## src/rtl/pipe_skid_buffer_pkg.sv

```systemverilog
// Shared types and constants for the two-entry valid/ready skid buffer.
// Imported by the top module to get the state encoding and counter width.
package pipe_skid_pkg;

  typedef enum logic [1:0] {
    EMPTY = 2'd0,
    ONE   = 2'd1,
    FULL  = 2'd2
  } skid_state_e;

  localparam int STALL_CNT_W = 32;

endpackage

```

## src/rtl/pipe_skid_buffer_if.sv

```systemverilog
// Valid/ready handshake bundle for the skid buffer: producer side (*_in) and consumer side (*_out).
// The slave modport is the buffer; the master modport is whoever drives the producer and consumer.
interface pipe_skid_buffer_if #(
  parameter int DATAW = 1
);

  logic             valid_in;
  logic             ready_in;
  logic [DATAW-1:0] data_in;
  logic             valid_out;
  logic             ready_out;
  logic [DATAW-1:0] data_out;

  modport slave (
    input  valid_in,
    input  data_in,
    input  ready_out,
    output ready_in,
    output valid_out,
    output data_out
  );

  modport master (
    output valid_in,
    output data_in,
    output ready_out,
    input  ready_in,
    input  valid_out,
    input  data_out
  );

endinterface

```

## src/rtl/pipe_skid_buffer.sv

```systemverilog
// Two-entry elastic stage with registered ready_in and valid_out, strict FIFO order.
// Optional consumer-stall counter is enabled by defining PIPE_SKID_PERF_EN.
module pipe_skid_buffer
  import pipe_skid_pkg::*;
#(
  parameter int DATAW    = 1,
  parameter int RESETW   = 0,
  parameter int PASSTHRU = 0
) (
  input  logic                   clk,
  input  logic                   reset,
  pipe_skid_buffer_if.slave      bus,
  output logic [STALL_CNT_W-1:0] stall_count
);

  if (PASSTHRU != 0) begin : g_passthru
    logic unused_clk_reset;

    assign unused_clk_reset = clk ^ reset;
    assign bus.valid_out    = bus.valid_in;
    assign bus.ready_in     = bus.ready_out;
    assign bus.data_out     = bus.data_in;
    assign stall_count      = '0;
  end else begin : g_registered
    skid_state_e      state_q, state_d;
    logic             rst_done_q;
    logic             valid_int, ready_int;
    logic             push, pop;
    logic             main_load, skid_load, main_from_skid;
    logic [DATAW-1:0] main_q, skid_q, main_d;

    // ready_in stays low until the first edge after reset release.
    assign valid_int = (state_q != EMPTY);
    assign ready_int = (state_q != FULL) && rst_done_q;
    assign push      = bus.valid_in && ready_int;
    assign pop       = valid_int && bus.ready_out;
    assign main_d    = main_from_skid ? skid_q : bus.data_in;

    assign bus.valid_out = valid_int;
    assign bus.ready_in  = ready_int;
    assign bus.data_out  = main_q;

    always_ff @(posedge clk or negedge reset) begin
      if (!reset) begin
        state_q    <= EMPTY;
        rst_done_q <= 1'b0;
      end else begin
        state_q    <= state_d;
        rst_done_q <= 1'b1;
      end
    end

    always_comb begin
      state_d        = state_q;
      main_load      = 1'b0;
      skid_load      = 1'b0;
      main_from_skid = 1'b0;
      case (state_q)
        EMPTY: begin
          if (push) begin
            state_d   = ONE;
            main_load = 1'b1;
          end
        end
        ONE: begin
          if (push && pop) begin
            main_load = 1'b1;
          end else if (push) begin
            state_d   = FULL;
            skid_load = 1'b1;
          end else if (pop) begin
            state_d = EMPTY;
          end
        end
        FULL: begin
          // ready_in is low here, so only a pop can move the state.
          if (pop) begin
            state_d        = ONE;
            main_load      = 1'b1;
            main_from_skid = 1'b1;
          end
        end
        default: state_d = EMPTY;
      endcase
    end

    // Only the top RESETW bits of each data register see the reset.
    if (RESETW > 0) begin : g_rst_bits
      logic [RESETW-1:0] main_hi_q, skid_hi_q;

      always_ff @(posedge clk or negedge reset) begin
        if (!reset) begin
          main_hi_q <= '0;
          skid_hi_q <= '0;
        end else begin
          if (main_load) main_hi_q <= main_d[DATAW-1 -: RESETW];
          if (skid_load) skid_hi_q <= bus.data_in[DATAW-1 -: RESETW];
        end
      end

      assign main_q[DATAW-1 -: RESETW] = main_hi_q;
      assign skid_q[DATAW-1 -: RESETW] = skid_hi_q;
    end

    if (RESETW < DATAW) begin : g_norst_bits
      logic [DATAW-RESETW-1:0] main_lo_q, skid_lo_q;

      always_ff @(posedge clk) begin
        if (main_load) main_lo_q <= main_d[DATAW-RESETW-1:0];
        if (skid_load) skid_lo_q <= bus.data_in[DATAW-RESETW-1:0];
      end

      assign main_q[DATAW-RESETW-1:0] = main_lo_q;
      assign skid_q[DATAW-RESETW-1:0] = skid_lo_q;
    end

`ifdef PIPE_SKID_PERF_EN
    logic [STALL_CNT_W-1:0] stall_q;

    always_ff @(posedge clk or negedge reset) begin
      if (!reset) begin
        stall_q <= '0;
      end else if (valid_int && !bus.ready_out && (stall_q != '1)) begin
        stall_q <= stall_q + STALL_CNT_W'(1);
      end
    end

    assign stall_count = stall_q;
`else
    assign stall_count = '0;
`endif
  end

endmodule

```

## src/flat_wrapper.sv

```systemverilog
// flat-port wrapper written by rule: the top's interface ports become plain ports
module pipe_skid_buffer_flat import pipe_skid_pkg::*;
#(
  parameter int DATAW    = 1,
  parameter int RESETW   = 0,
  parameter int PASSTHRU = 0
)
  (clk, reset, stall_count, bus_valid_in, bus_data_in, bus_ready_out, bus_ready_in, bus_valid_out, bus_data_out);
  pipe_skid_buffer_if #(.DATAW(DATAW)) bus_i ();
  input  logic clk;
  input  logic reset;
  output logic [STALL_CNT_W-1:0] stall_count;
  input wire logic [$bits(bus_i.valid_in)-1:0] bus_valid_in;
  input wire logic [$bits(bus_i.data_in)-1:0] bus_data_in;
  input wire logic [$bits(bus_i.ready_out)-1:0] bus_ready_out;
  output wire logic [$bits(bus_i.ready_in)-1:0] bus_ready_in;
  output wire logic [$bits(bus_i.valid_out)-1:0] bus_valid_out;
  output wire logic [$bits(bus_i.data_out)-1:0] bus_data_out;
  assign bus_i.valid_in = bus_valid_in;
  assign bus_i.data_in = bus_data_in;
  assign bus_i.ready_out = bus_ready_out;
  assign bus_ready_in = bus_i.ready_in;
  assign bus_valid_out = bus_i.valid_out;
  assign bus_data_out = bus_i.data_out;
  pipe_skid_buffer #(.DATAW(DATAW), .RESETW(RESETW), .PASSTHRU(PASSTHRU)) u_core (.clk(clk), .reset(reset), .bus(bus_i), .stall_count(stall_count));
endmodule
```

## config.mk

```make
export PLATFORM = sky130hd
export DESIGN_NAME = pipe_skid_buffer_flat
export DESIGN_NICKNAME = d
export VERILOG_FILES = /design/src/rtl/pipe_skid_buffer_pkg.sv /design/src/rtl/pipe_skid_buffer_if.sv /design/src/rtl/pipe_skid_buffer.sv /design/src/flat_wrapper.sv
export SDC_FILE = /design/constraint.sdc
export NUM_CORES = 1
export LEC_CHECK = 0
export ABC_AREA = 1
export BUFFER_PORTS_ARGS = -buffer_cell sky130_fd_sc_hd__buf_2
export CORE_MARGIN = 5
export CORE_UTILIZATION = 37
export DETAILED_ROUTE_END_ITERATION = 16
export PLACE_DENSITY = 0.87
export SLEW_MARGIN = 25
export SYNTH_ARGS = -nofsm -noshare
export SYNTH_HDL_FRONTEND = slang
export SYNTH_SLANG_ARGS = --single-unit
```

## constraint.sdc

```tcl
create_clock -name clk -period 1.1 [get_ports clk]
set_input_delay 0.11 -clock clk [delete_from_list [all_inputs] [get_ports clk]]
set_output_delay 0.11 -clock clk [all_outputs]
set_load 0.02 [all_outputs]
```

Word level (Yosys, flattened, before mapping). Cells that the tools add are included.

$lt $le $gt $ge: 0. Bitwise gates (word level): 0. $add $sub $neg: 0. Shift operators: 0. Reduce and logical (&&, ||, !) cells: 7. Muxes and demuxes: 14. Eq/ne operators: 7. Multiply operators: 0. Divide/modulo/power cells: 0.

Operators with widths (number): $mux 2 (5); $mux 1 (7); $pmux 2 s3 (1); $logic_and 1x1->1 (4); $ne 2x1->1 const B (2); $ne 2x2->1 const B (2); $reduce_and 4->1 (1); $ne 3x1->1 const B (1); $pmux 1 s3 (1); $eq 2x1->1 const B (1); $eq 2x2->1 const B (1); $logic_not 2->1 (1); $reduce_bool 2->1 (1).

ROM bits: 0. Memories: 0. Input port bits: 5. Latch bits: 0. Output and inout bits: 35. Register bits: 5. Word-level logic and storage cells: 32. RAM bits: 0.

Depth between registers and ports, before layout.
Word-level depth: 6. Depth in mapped cells: 5. Gate-level depth less buffers: 5.

Worst setup path before layout. No wires, ideal clock.

Path kind: flip-flop to flip-flop. Start point: register u_core.g_registered.state_q[0]. End point: register u_core.g_registered.g_norst_bits.main_lo_q, in the netlist u_core.bus.data_out (enable). Data arrival time: 0.670 ns. Path slack: 0.140 ns. Period minus slack after synthesis: 0.960 ns. Stages on the path, launching flop included: 6. Library setup time: 0.289 ns. Buffers on the path: 0. Required time: 0.811 ns. Path through: dfrtp_1 -> inv_2 -> nand2_1 -> nand2_1 -> nand3_2 -> inv_1.

Cells in the longest elaborated chain, start to end: 6. Elaborated cells between the ends (all ways): 13. Classes of those cells: eq/ne: 3; mux: 4; reduce/logical: 6.

Ends and longest elaborated chain: start: declaration (line pipe_skid_buffer.sv:25) `skid_state_e state_q, state_d;`; start signal: assignment (line pipe_skid_buffer.sv:48) `state_q <= state_d;`; $ne 2x2->1 (line pipe_skid_buffer.sv:34) `assign ready_int = (state_q != FULL) && rst_done_q;`; $logic_and 1x1->1 (line pipe_skid_buffer.sv:34); $logic_and 1x1->1 (line pipe_skid_buffer.sv:35) `assign push = bus.valid_in && ready_int;`; $logic_and 1x1->1 (line pipe_skid_buffer.sv:66) `if (push && pop) begin`; $mux 1 (line pipe_skid_buffer.sv:66); $pmux 1 s3 (*) (line pipe_skid_buffer.sv:58) `case (state_q)`; via u_core.g_registered.main_load (line pipe_skid_buffer.sv:29) `logic main_load, skid_load, main_from_skid;`; end signal: assignment (line pipe_skid_buffer.sv:109) `if (main_load) main_lo_q <= main_d[DATAW-RESETW-1:0];`; end: declaration (line pipe_skid_buffer.sv:106) `logic [DATAW-RESETW-1:0] main_lo_q, skid_lo_q;`.

The timed path passes the listed nets; every way through them passes the cells marked *. A chain may end at the register's enable or synchronous reset.

Worst setup path in the final report.
Start point: register u_core.g_registered.state_q[1]. End point: output bus_ready_in.

Cells in the longest elaborated chain, start to end: 2.

Ends and longest elaborated chain: $ne 2x2->1 (line pipe_skid_buffer.sv:34); $logic_and 1x1->1 (line pipe_skid_buffer.sv:34); end: declaration (line flat_wrapper.sv:16) `output wire logic [$bits(bus_i.ready_in)-1:0] bus_ready_in;`.

No other way between the ends.

==> flow_summary.toml <==
[status]
status = "complete, no violations"

[worst_hold_path]
hp-start = "bus_data_in"
min_to = "u_core.g_registered.g_norst_bits.skid_lo_q"
holdPathStages = 1
hold_class = "in -> reg"

[placement]
hpwlAfterDp_um = 625.1
port_buffers = 7
pre_cts_slack_ns = 0.07196
place_area_um2 = 420.4
gp_congestion = 0.7232

[detailed_routing]
wire_per_inst_um = 7.791
drt-initial-drc-count = 9
ant_nets = 0
vias = 308
wl_um = 709
drc = 0
firstDrtPassIters = 2
avgViaCountPerCell = 3.385

[layout]
diodes = 0
nNetsFinal = 82
multiInputGateArea_um2 = 212.7
postLayoutCellArea_um2 = 475.5
fillers = 152
drive_above_1_share_pct = 25.00
ff_latch_area_um2 = 136.4
syn_to_final_growth_pct = -3.061

[clock_network]
clk_latency_ns = 0.24
cts_buffers = 3
cts_tree = "yes"
cts_root_buffer = "clkbuf_4"
htree_levels = 1
clk_pin_slew_ns = 0.04
cts.sinks = 5
cts.path.max_buffers = 2

[sta]
worst_slack_ns = 0.01365
fin_skew_ns = 0.0007071
hold_viol_final = 0
setup_viol = 0
drv_slew = 0
grt_setup_unrepaired = "true"
finalCritPeriodShare_pct = 98.76
timing.fmax_mhz = 920.5
fin_crit_ns = 1.086

[worst_setup_path]
crit_arrival_ns = 0.98
worstReg2RegStart = "u_core.g_registered.state_q[1]"
path_cells = "inv_2 -> nor2_2 -> nor2_1 -> buf_4"
r2r_slack_ns = 0.06
slowest_stage = "dfrtp_1"
r2r_end = "u_core.bus.data_out"
path_max_fanout = 4
setup.worst_path.start_class = "flip-flop"
criticalPathCategory = "reg -> out"
slowest_delay_ns = 0.38
cp-end-kind = "output port"
reg2regPathDepth = 5
cp.required_ns = 0.99

[synthesis]
synth_area_leaders = "buf_4 49%, dfrtp_1 15%, edfxtp_1 12%"
synth_area_um2 = 490.5
async_flop_share_pct = 60.00
synthCells = 63
synth.distinct_cells = 14
synthFlopType = "dfrtp_1"
yosysSeqAreaShare_pct = 27.55
synth-edff-count = 2
post-synth-top-count-cell = "buf_4"
ys_ff_latch = 5
synthTopCellsByCount = "32 x buf_4, 10 x nand2_1, 3 x dfrtp_1, 3 x inv_1"
yosys_warnings = 0
yosys.area.top_type = "buf_4"
synth_area_per_cell_um2 = 7.785
yosysTopAreaCellShare_pct = 48.98

[global_route]
grtUsageTotal_pct = 6.831
overflow = 0
antenna_found_initial = 0
grt_max_degree = 5
grt_pass1_wl_um = 931
grt_pass1_vias = 244

[floorplanning]
io_pins = 40
initial_core_util_pct = 38.17
die_width_um = 46.41
die_area_um2 = 2154
fp.dieH_um = 46.41
core_um2 = 1285
rows = 13

[pwr]
ir_worst_vdd_uv = 535.4
p_per_area_nw_per_um2 = 1310
p_leak_nw = 0.2857

[flow_run]
drv_cap = 0
==> through the flow <==
step                cells  power (mW)  hold WS, ns  setup TNS (ns)  util, %
finish                 91      0.6229      0.06440               0    37.00
global route           91      0.6704      0.06130        -0.07139    37.00
CTS                    91      0.6317      0.05695       -0.001530    36.90
detailed placement     84      0.4043     -0.08941               0    32.72
global placement       84      0.3994     -0.09482               0    32.72
floorplan              94      0.4604      -0.1856               0        -
==> worst max-delay path: cells and delay by family, from the launching register on <==
kind          cells  cell delay (ns)
flops             1             0.38
buf+inv           2             0.23
simple gates      2             0.13
==> sequential cells by signal (all words and copies together), names as in the netlist <==
register and count:
u_core.g_registered.g_norst_bits.skid_lo_q 1, u_core.bus.data_out 1, u_core.g_registered.state_q 2, u_core.g_registered.rst_done_q 1
==> kinds of logic (layout without fill, tap and decap cells) <==
group | after synthesis | after routing | synth area share [%]
buffers and inverters | 37 | 19 | 52.81
flip-flops | 5 | 5 | 27.55
AO/OA/AOI/OAI | 1 | 1 | 1.019
AND/OR/NAND/NOR | 18 | 18 | 17.10
other | 2 | 33 | 1.531
==> metal layers <==
| layer | global-route usage (%) | vias to the layer above | wire, um |
|---|---|---|---|
| met3 | 4.688 | 2 | 127 |
| met1 | 7.243 | 131 | 244 |
| met5 | 0 | - | 0 |
| met2 | 8.516 | 25 | 328 |
| met4 | 6.818 | 0 | 8 |
| li1 | - | 150 | - |
==> timing repair <==
| action | 4_1_cts | 5_1_grt |
|---|---|---|
| setup endpoints to repair | 1 | 3 |
| hold endpoints to repair | 3 | 0 |
| hold buffers | 1 | 0 |
| pin swaps | 1 | 0 |
| setup buffers | 2 | 0 |
| gates resized for setup | 1 | 2 |
==> power by group <==
group          leakage (nW)  total [mW]  switching, mW  internal [mW]
Clock                0.0150       0.206         0.0694          0.137
Combinational         0.216       0.193          0.154         0.0384
Sequential           0.0551       0.224         0.0131          0.211
==> area by class of cell <==
| type | instances | area share (%) |
|---|---|---|
| inverters | 5 | 3.947 |
| clock buffers | 4 | 5.526 |
| repair buffers | 10 | 13.16 |
| multi-input cells | 52 | 44.74 |
| well taps | 15 | 3.947 |
| flip-flops and latches | 5 | 28.68 |
==> worst max path at each step <==
stage,from,end
floorplan,u_core.g_registered.state_q[0],u_core.bus.data_out
global placement,u_core.g_registered.state_q[0],u_core.bus.data_out
finish,u_core.g_registered.state_q[1],bus_ready_in
CTS,u_core.g_registered.state_q[1],bus_ready_in
global route,u_core.g_registered.state_q[1],bus_ready_in
detailed placement,u_core.g_registered.state_q[0],u_core.bus.data_out
==> cells in the final DEF, fill, tap and decap left out <==
cell	count
buf_2	6
buf_4	3
clkbuf_1	1
clkbuf_4	3
conb_1	33
dfrtp_1	2
dfrtp_2	1
dlygate4sd3_1	1
edfxtp_1	2
inv_1	2
inv_2	3
nand2_1	10
nand2_2	1
nand3_1	2
nand3_2	1
nand4_1	1
nor2_1	2
nor2_2	1
o21ai_1	1
Power figures use the tool's default switching activity.
